$ cat src/rtl/mem_arbiter_fsm.sv
// Single-port RAM arbiter between instruction fetch and data memory.
// Data has priority; a starvation counter forces fetch through.
module mem_arbiter_fsm #(
  parameter int ADDR_W     = 32,
  parameter int DATA_W     = 32,
  parameter int STARVE_MAX = 4
) (
  input  logic              CLK,
  input  logic              nRST,
  input  logic              iREN,
  input  logic [ADDR_W-1:0] iaddr,
  input  logic              dREN,
  input  logic              dWEN,
  input  logic [ADDR_W-1:0] daddr,
  input  logic [DATA_W-1:0] dstore,
  output logic              ihit,
  output logic              dhit,
  output logic [DATA_W-1:0] iload,
  output logic [DATA_W-1:0] dload,
  output logic              ramREN,
  output logic              ramWEN,
  output logic [ADDR_W-1:0] ramaddr,
  output logic [DATA_W-1:0] ramstore,
  input  logic [DATA_W-1:0] ramload,
  input  logic              ram_ready,
  output logic              busy
);

  typedef enum logic [1:0] {
    IDLE = 2'd0,
    IACC = 2'd1,
    DACC = 2'd2,
    RESP = 2'd3
  } state_t;

  localparam logic [3:0] SMAX = 4'(STARVE_MAX);

  state_t state, next_state;

  logic [3:0]        starve_cnt;
  logic [ADDR_W-1:0] addr_q;
  logic [DATA_W-1:0] store_q;
  logic              op_write;
  logic              sel_d;

  logic dpend, forced, grant_d, grant_i;

  // Arbitration decision, only meaningful in IDLE
  always_comb begin
    dpend   = dREN | dWEN;
    forced  = iREN & dpend & (starve_cnt == SMAX);
    grant_d = (state == IDLE) & dpend & ~forced;
    grant_i = (state == IDLE) & iREN & ~grant_d;
  end

  // State register
  always_ff @(posedge CLK or negedge nRST) begin
    if (!nRST) state <= IDLE;
    else       state <= next_state;
  end

  // Next-state logic
  always_comb begin
    next_state = state;
    unique case (state)
      IDLE: begin
        if (grant_d)      next_state = DACC;
        else if (grant_i) next_state = IACC;
      end
      IACC: if (ram_ready) next_state = RESP;
      DACC: if (ram_ready) next_state = RESP;
      RESP: next_state = IDLE;
    endcase
  end

  // Latched access fields, starvation counter and load registers
  always_ff @(posedge CLK or negedge nRST) begin
    if (!nRST) begin
      starve_cnt <= '0;
      addr_q     <= '0;
      store_q    <= '0;
      op_write   <= 1'b0;
      sel_d      <= 1'b0;
      iload      <= '0;
      dload      <= '0;
    end else begin
      if (grant_d) begin
        addr_q   <= daddr;
        store_q  <= dstore;
        op_write <= dWEN;
        sel_d    <= 1'b1;
        if (!iREN)
          starve_cnt <= '0;
        else if (starve_cnt != SMAX)
          starve_cnt <= starve_cnt + 4'd1;
      end else if (grant_i) begin
        addr_q     <= iaddr;
        op_write   <= 1'b0;
        sel_d      <= 1'b0;
        starve_cnt <= '0;
      end
      if (state == IACC && ram_ready)
        iload <= ramload;
      if (state == DACC && ram_ready && !op_write)
        dload <= ramload;
    end
  end

  // RAM port and hit outputs from registered state only
  always_comb begin
    ramREN   = 1'b0;
    ramWEN   = 1'b0;
    ramaddr  = '0;
    ramstore = '0;
    ihit     = 1'b0;
    dhit     = 1'b0;
    busy     = (state != IDLE);
    unique case (state)
      IDLE: ;
      IACC: begin
        ramREN  = 1'b1;
        ramaddr = addr_q;
      end
      DACC: begin
        ramREN   = ~op_write;
        ramWEN   = op_write;
        ramaddr  = addr_q;
        ramstore = store_q;
      end
      RESP: begin
        ihit = ~sel_d;
        dhit = sel_d;
      end
    endcase
  end

endmodule

$ cat config.mk
export PLATFORM = sky130hd
export DESIGN_NAME = mem_arbiter_fsm
export DESIGN_NICKNAME = d
export VERILOG_FILES = /design/src/rtl/mem_arbiter_fsm.sv
export SDC_FILE = /design/constraint.sdc
export NUM_CORES = 1
export LEC_CHECK = 0
export ABC_AREA = 1
export CORE_MARGIN = 2
export CORE_UTILIZATION = 30
export CTS_BUF_LIST = sky130_fd_sc_hd__clkbuf_16
export DETAILED_ROUTE_END_ITERATION = 6
export HOLD_SLACK_MARGIN = 0.1
export RECOVER_POWER = 100
export SLEW_MARGIN = 30
export SYNTH_ARGS = -nofsm -noshare
export SYNTH_HDL_FRONTEND = slang
export SYNTH_SLANG_ARGS = --single-unit
$ cat constraint.sdc
create_clock -name CLK -period 4.8 [get_ports CLK]
set_input_delay 0.72 -clock CLK [delete_from_list [all_inputs] [get_ports CLK]]
set_output_delay 0.72 -clock CLK [all_outputs]
set_load 0.1 [all_outputs]
* Word-level counts from Yosys, hierarchy flattened
Index checks and enable logic that the tools add are counted.
Widths: inputs -> output; s select.
** Cells by class
- Add/sub/neg operators :: 1
- Eq/ne operators :: 8
- Mux-type cells :: 19
- Bitwise operators :: 11
- Reductions and logical operators :: 10
** Operators with widths (number)
- $mux 32 :: 4
- $mux 4 :: 4
- $and 1x1->1 :: 6
- $mux 1 :: 6
- $mux 2 :: 3
- $pmux 2 s3 :: 1
- $add 4x1->4 const B :: 1
- $eq 2x2->1 const B :: 2
- $eq 4x3->1 const B :: 1
- $ne 4x3->1 const B :: 1
- $not 1->1 :: 4
- $reduce_and 2->1 :: 2
- $reduce_bool 2->1 :: 2
- $logic_and 1x1->1 :: 3
- $ne 3x2->1 const B :: 1
- $ne 3x3->1 const B :: 1
- $eq 2x1->1 const B :: 1
- $logic_not 2->1 :: 1
- $ne 2x1->1 const B :: 1
- $pmux 1 s2 :: 1
- $reduce_or 2->1 :: 1
- $logic_not 1->1 :: 1
- $or 1x1->1 :: 1
** Word-level totals
- Flip-flop bits (word level) :: 136
- Input bits :: 134
- Word-level logic and storage cells :: 57

* Longest topological paths before layout
- Depth in word-level cells :: 10
- Mapped depth :: 12

* Worst setup path after synthesis
Ideal clock, no wire load.
- Path type :: register to output
- From :: reg state[0]
- To :: out ramREN
- Arrival :: 2221 ps
- Required time :: 4080 ps
- Setup slack :: 1859 ps
- Cell stages (with the launch flop) :: 6
- Path through :: dfrtp_1 > inv_1 > ha_1 > clkbuf_1 > inv_1 > nor2_1
** Between the ends
- Cells in the longest elaborated chain, start to end :: 2
** RTL lines
- from (decl) :: line 38 : state_t state, next_state;
- from (signal assigned) :: line 59 : else state <= next_state;
- $eq 2x2->1 or $eq 2x1->1 (tied branches) :: line 118 : unique case (state)
- $pmux 1 s2 * :: line 118
- to (decl) :: line 20 : output logic ramREN,
Mark *: on every way between the ends. The rest lies on a longest branch, timed or not.

* Worst setup path after layout
- From :: reg state[0]
- To :: out ramaddr[4]
** Between the ends
- Cells in the longest elaborated chain, start to end :: 3
** RTL lines
- $eq 2x1->1 or $eq 2x2->1 (tied branches) :: line 118
- $reduce_or 2->1 (no line) *
- $mux 32 * :: line 118
- to (decl) :: line 22 : output logic [ADDR_W-1:0] ramaddr,
Marked as above.

==> flow_metrics.tcl <==
set metrics [dict create \
    cap_viol_max_count 4 \
    num_rows 52 \
    ys_seq_elements 136 \
    critical_path_class "register to primary output" \
    fp.dieArea_um2 22100 \
    fin_crit_sh_pct 84.5 \
    cts_root_buffer "clkbuf_16" \
    io_pins 267 \
    crit_path_start_kind "register" \
    cts_buffer_depth 2 \
    fin_skew_ns 0.00715 \
    ctsHoldBuffers 0 \
    worstPathRequired_ns 4.08 \
    synth_edf_count 0 \
    hpwlAfterDp_um 12600 \
    post-cts-setup-buffer-count 0 \
    wl_per_cell_um 13.8 \
    gp_congestion 0.774 \
    fp.dieW_um 149 \
    clkTransAtPathRegs_ns 0.06 \
    dp_slack_ns 1.19 \
    yosysMostFrequentCell "nand2_1" \
    final.setup.worst_slack_ns 0.742 \
    synth_common_cells "nand2_1 (280), inv_1 (141), dfrtp_1 (136)" \
    start_util_pct 30.8 \
    grt_pass1_wl_um 29200 \
    grt.total_usage_pct 16.9 \
    placedCellCount 1292 \
    r2r_slack_ns 0.98 \
    tightest_slew_ns 3.29 \
    fin_setup_tns_ns 0 \
    cts_sinks 136 \
    hold_path.class "register to register" \
    h-tree-depth 4 \
    overflow 0 \
    drcViolationCount 0 \
    synth.distinct_cells 21 \
    core-area_um2 20400 \
    worstSetupEndpointType "primary output" \
    drive_above_1_share_pct 4.27 \
    hold_violations 0 \
    antenna_found_initial 1 \
    areaGrowthSynthToFinish_pct 53.8 \
    syn_inst 793 \
    place.port_buffers 266 \
    failed_checks "max-capacitance violations, max-slew violations" \
    drt-initial-drc-count 198 \
    fin_nets 1182 \
    insertion_delay_ns 0.42 \
    avgSynthCellArea_um2 7.90 \
    firstDrtPassIters 4 \
    max_freq_mhz 246 \
    async_flop_share_pct 100 \
    first_global_vias 5540 \
    setup_viol 0 \
    antenna_left 0 \
    yosys_warnings 0 \
    fin_cells 1325 \
    slew_violations 263 \
    synthesis.nets 934 \
    post-route-min-period_ns 4.06 \
    synthesis.area_um2 6270 \
    synth_top_cell_by_area "dfrtp_1" \
    viasPerCell 4.30 \
    maxSlewHeadroom_pct -119 \
    die_h_um 149 \
    rsz0062_at_grt "false" \
    cts_buffers 17 \
    cts_resized 0 \
    drt-total-wl_um 18200 \
    ys_seq_area_share_pct 54.3 \
    cp_max_fo 33 \
    arrival_ns 3.34 \
    synth_area_leaders "dfrtp_1 (54%), nand2_1 (17%), inv_1 (8.4%)" \
    synth_ff_type "dfrtp_1" \
    grt_start_max_net_pins 72 \
    synth_top_cell_area_share_pct 54.3 \
    status "complete, but fails checks" \
    cts_tree "yes" \
    via_count 5699 \
]
-- cell type report --
class | count | area [um2]
repair buffers | 274 | 2700
flip-flops and latches | 136 | 3400
inverters | 144 | 541
diodes | 1 | 2.50
clock buffers | 17 | 425
clock inverters | 15 | 175
well taps | 270 | 338
fillers | 2007 | 10700
multi-input cells | 468 | 2060
-- cell usage in the layout, fill, tap and decap left out, drive strengths merged --
master         count
nand2            281
inv              154
dfrtp            136
clkdlybuf4s50    132
dlygate4sd3      130
o21ai            101
nand3             68
clkbuf            21
ha                 7
buf                7
nor2               6
clkinv             4
xor2               2
or2                2
diode              1
a21oi              1
bufinv             1
dlygate4sd2        1
-- kinds of logic (layout without fill, tap and decap cells) --
logic type      Yosys count  in the layout  share of synthesized area [%]
flops                   136            136                           54.3
other cells               0              1                              0
compound gates          102            102                           8.44
buf+inv                 189            450                           12.5
xor+xnor                  2              2                          0.280
simple gates            357            357                           23.1
fa+ha+maj                 7              7                           1.40
-- metrics by stage --
stage / hold WS [ns] / util, % / cell area, um2
2_1_floorplan: 0.424 / - / 6270
3_3_place_gp: 0.461 / 44.7 / 9100
3_5_place_dp: 0.465 / 44.7 / 9100
4_1_cts: 0.337 / 47.6 / 9700
5_1_grt: 0.500 / 47.3 / 9640
6_report: 0.474 / 47.3 / 9640
-- critical path, cell delays in order, from the launching register on --
cell and delay (ns):
dfrtp_1 0.39, inv_1 0.10, ha_1 1.01, nand2_1 0.14, inv_1 0.08, dlygate4sd3_1 1.19
-- state kept, by name (all words and copies together) (netlist names) --
| signal | cells |
|---|---|
| addr_q | 32 |
| dload | 32 |
| iload | 32 |
| store_q | 32 |
| starve_cnt | 4 |
| state | 2 |
| op_write | 1 |
| sel_d | 1 |
-- final timing paths --
path / startpoint / end / cells past startpoint
setup / recovery: state[0] / ramaddr[4] / 5
hold / removal: store_q[12] / store_q[12] / 2
setup reg to reg: state[0] / store_q[9] / 9
hold reg to reg: store_q[12] / store_q[12] / 2
max in group asynchronous: nRST / store_q[23] / 2
min in group asynchronous: nRST / dload[4] / 1
-- layer usage --
layer,wire length (um),part of all wire [%],GRT usage (%)
met5,0,0,0
met4,438,2.4,6.81
met3,1680,9.2,6.38
met2,8370,46,26.5
met1,7730,42,21.0
Power is left out: the tool's default activity adds up to more than one toggle a clock period on the data nets, which glitch-free logic cannot reach.
